--- src/rtl/wb_trap_unit.sv ---
// WB-stage trap unit: decides commit / exception / interrupt / mret and holds the machine-mode CSRs.
// Optional: define WB_TRAP_MTVAL_EN to implement mtval (0x343); otherwise it reads 0 and ignores writes.
module wb_trap_unit #(
  parameter int XLEN = 32,
  parameter logic [XLEN-1:0] MTVEC_RESET = 32'h0000_0000
) (
  input  logic            clk,
  input  logic            rst,
  input  logic            en,
  input  logic [XLEN-1:0] pc_wb,
  input  logic [31:0]     ir_wb,
  input  logic [XLEN-1:0] aluo_wb,
  input  logic [3:0]      exp_vector_wb,
  input  logic            is_flushed,
  input  logic            mret_wb,
  input  logic            csr_we,
  input  logic [1:0]      csr_op,
  input  logic [11:0]     csr_addr,
  input  logic [XLEN-1:0] csr_wdata,
  input  logic            irq_ext,
  output logic [XLEN-1:0] csr_rdata,
  output logic            flush,
  output logic            kill_wb,
  output logic            redirect,
  output logic [XLEN-1:0] redirect_pc
);
  typedef enum logic {IDLE = 1'b0, TRAP = 1'b1} state_t;

  state_t          state_reg, state_next;
  logic            mie_reg, mie_next, mpie_reg, mpie_next, meie_reg, meie_next;
  logic            irq_pending_reg, irq_pending_next;
  logic [XLEN-1:0] mtvec_reg, mtvec_next, mscratch_reg, mscratch_next;
  logic [XLEN-1:0] mepc_reg, mepc_next, mcause_reg, mcause_next;
`ifdef WB_TRAP_MTVAL_EN
  logic [XLEN-1:0] mtval_reg, mtval_next;
`else
  logic            unused_aluo;
  assign unused_aluo = ^aluo_wb;
`endif

  logic            slot_valid, take_exc, take_irq, take_trap, take_mret, take_csr;
  logic [3:0]      exc_first;
  logic [3:0]      exc_code;
  logic [XLEN-1:0] csr_wval;

  // One-hot of the highest-priority exception (bit 0 = illegal is highest).
  genvar gi;
  generate
    for (gi = 0; gi < 4; gi++) begin : g_exc_pri
      if (gi == 0) begin : g_lsb
        assign exc_first[gi] = exp_vector_wb[gi];
      end else begin : g_upper
        assign exc_first[gi] = exp_vector_wb[gi] & ~(|exp_vector_wb[gi-1:0]);
      end
    end
  endgenerate

  always_comb begin
    exc_code = 4'd0;
    if (exc_first[0]) exc_code = 4'd2;
    if (exc_first[1]) exc_code = 4'd11;
    if (exc_first[2]) exc_code = 4'd5;
    if (exc_first[3]) exc_code = 4'd7;
  end

  assign slot_valid = !rst && en && !is_flushed && (ir_wb != 32'd0) && (state_reg == IDLE);
  assign take_exc   = slot_valid && (exp_vector_wb != 4'd0);
  assign take_irq   = slot_valid && !take_exc && irq_pending_reg && mie_reg && meie_reg;
  assign take_trap  = take_exc || take_irq;
  assign take_mret  = slot_valid && !take_trap && mret_wb;
  assign take_csr   = slot_valid && !take_trap && !mret_wb && csr_we && (csr_op != 2'b00);

  assign flush       = take_trap || take_mret;
  assign kill_wb     = take_trap;
  assign redirect    = take_trap || take_mret;
  assign redirect_pc = take_mret ? mepc_reg : mtvec_reg;

  always_comb begin
    csr_rdata = '0;
    case (csr_addr)
      12'h300: begin
        csr_rdata[3] = mie_reg;
        csr_rdata[7] = mpie_reg;
      end
      12'h304: csr_rdata[11] = meie_reg;
      12'h305: csr_rdata = mtvec_reg;
      12'h340: csr_rdata = mscratch_reg;
      12'h341: csr_rdata = mepc_reg;
      12'h342: csr_rdata = mcause_reg;
`ifdef WB_TRAP_MTVAL_EN
      12'h343: csr_rdata = mtval_reg;
`endif
      default: csr_rdata = '0;
    endcase
  end

  always_comb begin
    case (csr_op)
      2'b01:   csr_wval = csr_wdata;
      2'b10:   csr_wval = csr_rdata | csr_wdata;
      2'b11:   csr_wval = csr_rdata & ~csr_wdata;
      default: csr_wval = csr_rdata;
    endcase
  end

  always_comb begin
    state_next    = state_reg;
    mie_next      = mie_reg;
    mpie_next     = mpie_reg;
    meie_next     = meie_reg;
    mtvec_next    = mtvec_reg;
    mscratch_next = mscratch_reg;
    mepc_next     = mepc_reg;
    mcause_next   = mcause_reg;
`ifdef WB_TRAP_MTVAL_EN
    mtval_next    = mtval_reg;
`endif
    // Level source keeps re-arming the pending bit even on the cycle it is taken.
    irq_pending_next = irq_ext || (irq_pending_reg && !take_irq);

    if (en && state_reg == TRAP) begin
      state_next = IDLE;
    end else if (take_trap) begin
      state_next  = TRAP;
      mepc_next   = {pc_wb[XLEN-1:2], 2'b00};
      mcause_next = take_exc ? {{(XLEN-4){1'b0}}, exc_code} : {1'b1, {(XLEN-5){1'b0}}, 4'hB};
      mpie_next   = mie_reg;
      mie_next    = 1'b0;
`ifdef WB_TRAP_MTVAL_EN
      if (exc_first[0])
        mtval_next = {{(XLEN-32){1'b0}}, ir_wb};
      else if (exc_first[2] || exc_first[3])
        mtval_next = aluo_wb;
      else
        mtval_next = '0;
`endif
    end else if (take_mret) begin
      state_next = TRAP;
      mie_next   = mpie_reg;
      mpie_next  = 1'b1;
    end else if (take_csr) begin
      case (csr_addr)
        12'h300: begin
          mie_next  = csr_wval[3];
          mpie_next = csr_wval[7];
        end
        12'h304: meie_next     = csr_wval[11];
        12'h305: mtvec_next    = {csr_wval[XLEN-1:2], 2'b00};
        12'h340: mscratch_next = csr_wval;
        12'h341: mepc_next     = {csr_wval[XLEN-1:2], 2'b00};
        12'h342: mcause_next   = csr_wval;
`ifdef WB_TRAP_MTVAL_EN
        12'h343: mtval_next    = csr_wval;
`endif
        default: ;
      endcase
    end
  end

  always_ff @(posedge clk or posedge rst) begin
    if (rst) begin
      state_reg       <= IDLE;
      mie_reg         <= 1'b0;
      mpie_reg        <= 1'b0;
      meie_reg        <= 1'b0;
      irq_pending_reg <= 1'b0;
      mtvec_reg       <= {MTVEC_RESET[XLEN-1:2], 2'b00};
      mscratch_reg    <= '0;
      mepc_reg        <= '0;
      mcause_reg      <= '0;
`ifdef WB_TRAP_MTVAL_EN
      mtval_reg       <= '0;
`endif
    end else begin
      state_reg       <= state_next;
      mie_reg         <= mie_next;
      mpie_reg        <= mpie_next;
      meie_reg        <= meie_next;
      irq_pending_reg <= irq_pending_next;
      mtvec_reg       <= mtvec_next;
      mscratch_reg    <= mscratch_next;
      mepc_reg        <= mepc_next;
      mcause_reg      <= mcause_next;
`ifdef WB_TRAP_MTVAL_EN
      mtval_reg       <= mtval_next;
`endif
    end
  end
endmodule

--- config.mk ---
export PLATFORM = sky130hd
export DESIGN_NAME = wb_trap_unit
export DESIGN_NICKNAME = d
export VERILOG_FILES = /design/src/rtl/wb_trap_unit.sv
export SDC_FILE = /design/constraint.sdc
export NUM_CORES = 1
export LEC_CHECK = 0
export ABC_AREA = 0
export CAP_MARGIN = 20
export CORE_ASPECT_RATIO = 0.75
export CORE_UTILIZATION = 24
export CTS_CLUSTER_SIZE = 28
export DETAILED_ROUTE_END_ITERATION = 6
export SYNTH_ARGS = -nofsm -noshare
export SYNTH_HDL_FRONTEND = slang
export SYNTH_SLANG_ARGS = --single-unit
--- constraint.sdc ---
create_clock -name clk -period 8.45 [get_ports clk]
set_clock_uncertainty 0.1 [all_clocks]
set_input_delay 1.69 -clock clk [delete_from_list [all_inputs] [get_ports clk]]
set_output_delay 1.69 -clock clk [all_outputs]
set_load 0.01 [all_outputs]
### Yosys cells after proc, flatten, opt, wreduce, memory -nomap -nowiden

Index checks and enable logic that the tools add are counted.

| word-level totals | value |
|---|---|
| bits of input ports | 153 |
| register bits | 131 |
| ROM bits | 0 |
| output and inout bits | 67 |
| bits in writable memories | 0 |
| word-level logic and storage cells | 107 |
| latch bits | 0 |
| memories | 0 |

| cells by class | value |
|---|---|
| shift-type cells | 0 |
| add/sub/neg operators | 0 |
| divide/modulo/power cells | 0 |
| muxes and demuxes | 33 |
| multiply operators | 0 |
| equality and inequality tests | 10 |
| bitwise gates (word level) | 13 |
| reductions and logical operators | 42 |
| order comparisons | 0 |

Operators with widths:

| kind | number |
|---|---|
| $mux 32 | 10 |
| $pmux 32 s3 | 1 |
| $pmux 20 s4 | 1 |
| $eq 12x10->1 const B | 6 |
| $pmux 3 s4 | 3 |
| $and 32x32->32 | 1 |
| $not 32->32 | 1 |
| $or 32x32->32 | 1 |
| $reduce_bool 32->1 | 1 |
| $logic_and 1x1->1 | 16 |
| $pmux 1 s5 | 3 |
| $reduce_and 5->1 | 3 |
| $mux 4 | 3 |
| $mux 1 | 11 |
| $reduce_bool 3->1 | 3 |
| $reduce_and 4->1 | 2 |
| $reduce_bool 2->1 | 4 |
| $not 1->1 | 7 |
| $logic_not 1->1 | 6 |
| $eq 2x2->1 const B | 2 |
| $reduce_bool 4->1 | 1 |
| $and 1x1->1 | 3 |
| $logic_or 1x1->1 | 3 |
| $reduce_and 3->1 | 1 |
| 5 further kinds | 5 |

### Longest topological paths before layout

| depth | value |
|---|---|
| depth after elaboration | 20 |
| mapped depth | 9 |
| mapped depth without buffers | 6 |

### Worst setup path after synthesis

No wires, ideal clock.

| timing | value |
|---|---|
| kind | input to output |
| start | input csr_addr[7] |
| end | output csr_rdata[10] |
| data required time | 6.660 ns |
| arrival | 3.479 ns |
| stages on the path | 6 |
| slack | 3.181 ns |
| cell sequence | or4_1 -> buf_2 -> or4_1 -> buf_2 -> clkbuf_1 -> o22ai_1 |

| between the ends | value |
|---|---|
| word-level cells in the longest chain between the ends | 2 |

RTL lines:

| item | RTL line | RTL |
|---|---|---|
| from (decl) | 18 | `input logic [11:0] csr_addr,` |
| $eq 12x10->1 | 80 | `case (csr_addr)` |
| $pmux 3 s4 * | 80 |  |
| to (decl) | 21 | `output logic [XLEN-1:0] csr_rdata,` |

Every way passes the cells marked *; elsewhere a longest branch is shown, timed or not.

### Worst setup path after layout

| timing | value |
|---|---|
| start | input csr_addr[7] |
| end | output csr_rdata[25] |

| between the ends | value |
|---|---|
| word-level cells in the longest chain between the ends | 2 |

RTL lines:

| item | RTL line |
|---|---|
| $eq 12x10->1 | 80 |
| $pmux 20 s4 * | 80 |

Marked as above.

==> results.sh <==
export IMPL_status="completed"
export IMPL_area_delta_synth_final_pct=35.8
export IMPL_ys_seq_area_share_pct=39.9
export IMPL_cts_buffers=17
export IMPL_hold_buffers=0
export IMPL_tns_ns=0
export IMPL_antenna_found_initial=5
export IMPL_die_x_um=214
export IMPL_synth_top_area_cell="dfrtp_1"
export IMPL_yosys_cell_types_count=62
export IMPL_min_delay_path_depth=1
export IMPL_grt_use_total_pct=19.0
export IMPL_clock_sinks=129
export IMPL_port_buffers=183
export IMPL_vias_per_cell=5.36
export IMPL_path_clk_slew_ns=0.06
export IMPL_cp_slowest_cell="or4_1"
export IMPL_grt_pass1_wl_mm=49.5
export IMPL_ys_ff_latch=129
export IMPL_cts_htree_levels=4
export IMPL_multiInputGateArea_um2=4470
export IMPL_finalHoldViolCount=0
export IMPL_power_density_nw_per_um2=177
export IMPL_num_io_pins=220
export IMPL_cts_resized=0
export IMPL_reg2reg_to="mscratch_reg[25]$_DFFE_PP0P_"
export IMPL_critPathCaptureType="output port"
export IMPL_gp_congestion=0.828
export IMPL_grt_max_degree=73
export IMPL_r2r_start="state_reg$_DFFE_PP0P_"
export IMPL_worstSetupStartpoint="csr_addr[7]"
export IMPL_cts_setup_buffers=0
export IMPL_cts_root_buf="clkbuf_16"
export IMPL_fmaxAchievable_ghz=0.146
export IMPL_cts_tree="done"
export IMPL_worst_path_max_fanout=16
export IMPL_slew_violations=0
export IMPL_initial_utilization_pct=24.7
export IMPL_synth_top_cells_by_area="dfrtp_1, nand2_1, mux2i_1"
export IMPL_finalCritPeriodShare_pct=80.8
export IMPL_critPathRequiredTime_ns=6.66
export IMPL_drive_gt1_share_pct=12.0
export IMPL_peakVddDrop_v=0.000150
export IMPL_yosys_warnings=0
export IMPL_dr_total_vias=7962
export IMPL_insertion_delay_ns=0.43
export IMPL_worst_pin_slew_ns=1.01
export IMPL_netlist_area_um2=8090
export IMPL_hp_class="flip-flop to flip-flop"
export IMPL_period_minus_slack_ns=6.83
export IMPL_netlist_area_leader_share_pct=39.9
export IMPL_reg2reg_depth=6
export IMPL_grt_pass1_vias=8000
export IMPL_maxCapViolCount=0
export IMPL_slowest_delay_ns=1.05
export IMPL_syn_inst=878
export IMPL_final_nets=1182
export IMPL_avgSynthCellArea_um2=9.21
export IMPL_wl_mm=32.9
export IMPL_avgRoutedWirePerCell_um=22.2
export IMPL_core_um2=32800
export IMPL_rsz0062_at_grt="false"
export IMPL_ant_nets=0
export IMPL_crit_type="input port to output port"
export IMPL_setup_violations_final=0
export IMPL_first_pass_iters=5
export IMPL_leakage_nw=4.63
export IMPL_gr_total_overflow=0
export IMPL_r2r_slack_ns=5.16
export IMPL_hold_slack_ns=0.387
export IMPL_die_h_um=161
export IMPL_fillerInstances=3385
export IMPL_slew_headroom_pct=32.5
export IMPL_drtIter0Drc=717
export IMPL_dieArea_um2=34500
export IMPL_clk_path_buf_depth=2
export IMPL_crit_arrival_ns=5.04
export IMPL_regArea_um2=3230
export IMPL_route_detailed_drc=0
export IMPL_hpwl_mm=22.4
export IMPL_async_flop_share_pct=100
export IMPL_crit_chain="clkdlybuf4s50_1 -> or4_1 -> or4_1 -> o22ai_1 -> clkdlybuf4s50_1"
export IMPL_crit_path_end="csr_rdata[25]"
export IMPL_synth_edf_count=0
export IMPL_synth_main_ff_cell="dfrtp_1"
export IMPL_rows=57
export IMPL_worstSetupStartpointType="input port"
==> power by group <==
part / leakage (nW) / total (mW) / internal (mW) / switching, mW
Sequential: 1.63 / 0.798 / 0.721 / 0.0778
Combinational: 2.70 / 0.366 / 0.191 / 0.175
Clock: 0.298 / 0.785 / 0.477 / 0.309
Total: 4.63 / 1.95 / 1.39 / 0.562
==> cell families (layout without fill, tap and decap cells) <==
logic type	after synthesis	after routing	synth area share (%)
buf+inv	106	269	5.30
other cells	1	4	0.0464
xor+xnor	8	8	0.866
compound gates	252	252	23.3
flops	129	129	39.9
simple gates	298	298	18.7
mux	84	84	11.9
==> stage by stage <==
stage	instances	util, %	setup slack, ns	instance area (um2)	total power, mW
2_1_floorplan	879	-	3.18	8090	1.02
3_3_place_gp	1450	31.6	1.71	10400	1.16
3_5_place_dp	1451	31.6	1.69	10400	1.17
4_1_cts	1483	33.5	1.66	11000	1.96
5_1_grt	1484	33.5	1.54	11000	2.04
6_report	1486	33.5	1.62	11000	1.95
==> synthesized netlist by cell type (3+ instances only) <==
master and n:
buf_4 3, a21o_1 7, nand3b_1 8, buf_1 9, and2_1 18, nor4_1 14
xnor2_1 6, nor2_1 23, a2bb2oi_1 8, o221a_2 17, mux2_2 26, o31ai_1 12
a21oi_1 33, mux2i_1 38, nor2b_1 9, o211ai_1 13, dfrtp_1 129, a22oi_1 17
or4_1 6, buf_2 4, clkbuf_1 57, mux2_4 18, a22o_1 22, a221oi_1 16
and4_1 3, a211oi_1 3, nand2b_1 25, nor3_1 24, inv_1 31, o22a_1 15
a31oi_1 3, nand4_1 19, and3b_1 4, o22ai_1 19, a32oi_1 6, nand3_1 12
nand2_1 122, o21ai_0 34, o2bb2ai_1 14
==> metal layers <==
layer | GRT usage, % | vias to the layer above | routed length [um]
met2 | 28.3 | 384 | 14100
li1 | - | 3606 | -
met1 | 26.5 | 3922 | 14800
met3 | 6.06 | 46 | 3410
met5 | 0 | - | 31
met4 | 4.77 | 4 | 604
==> critical path, delay by kind of cell <==
kind                   cells  cell delay, ns
AO/OA/AOI/OAI              1            0.41
buffers and inverters      2            1.09
AND/OR/NAND/NOR            2            1.83
==> layout make-up <==
type / instances / area share [%]
Tap cell: 442 / 5.03
Clock buffer: 18 / 4.00
Antenna cell: 2 / 0.0455
Inverter: 31 / 1.08
Multi-Input combinational cell: 644 / 40.7
Sequential cell: 129 / 29.4
Timing Repair Buffer: 206 / 18.1
Clock inverter: 14 / 1.64
==> cell usage in the layout, fill, tap and decap left out, types with 19 or more instances in the layout <==
cell / synthesis / routed
a22o_1: 22 / 22
mux2i_1: 38 / 38
buf_4: 3 / 21
nor2_1: 23 / 23
nand4_1: 19 / 19
a21oi_1: 33 / 32
nand2_1: 122 / 122
dfrtp_1: 129 / 129
inv_1: 31 / 30
mux2_2: 26 / 26
nor3_1: 24 / 24
o22ai_1: 19 / 19
nand2b_1: 25 / 25
clkdlybuf4s50_1: 0 / 182
o21ai_0: 34 / 33
==> worst min-delay path by stage <==
stage                          startpoint                         end  slack [ns]
2_1_floorplan  mcause_reg[18]$_DFFE_PP0P_  mcause_reg[18]$_DFFE_PP0P_        0.35
3_3_place_gp    mcause_reg[7]$_DFFE_PP0P_   mcause_reg[7]$_DFFE_PP0P_        0.37
3_5_place_dp   mcause_reg[18]$_DFFE_PP0P_  mcause_reg[18]$_DFFE_PP0P_        0.37
4_1_cts        mcause_reg[18]$_DFFE_PP0P_  mcause_reg[18]$_DFFE_PP0P_        0.39
5_1_grt        mcause_reg[18]$_DFFE_PP0P_  mcause_reg[18]$_DFFE_PP0P_        0.41
6_report       mcause_reg[18]$_DFFE_PP0P_  mcause_reg[18]$_DFFE_PP0P_        0.39
(Power assumes the default switching activity.)
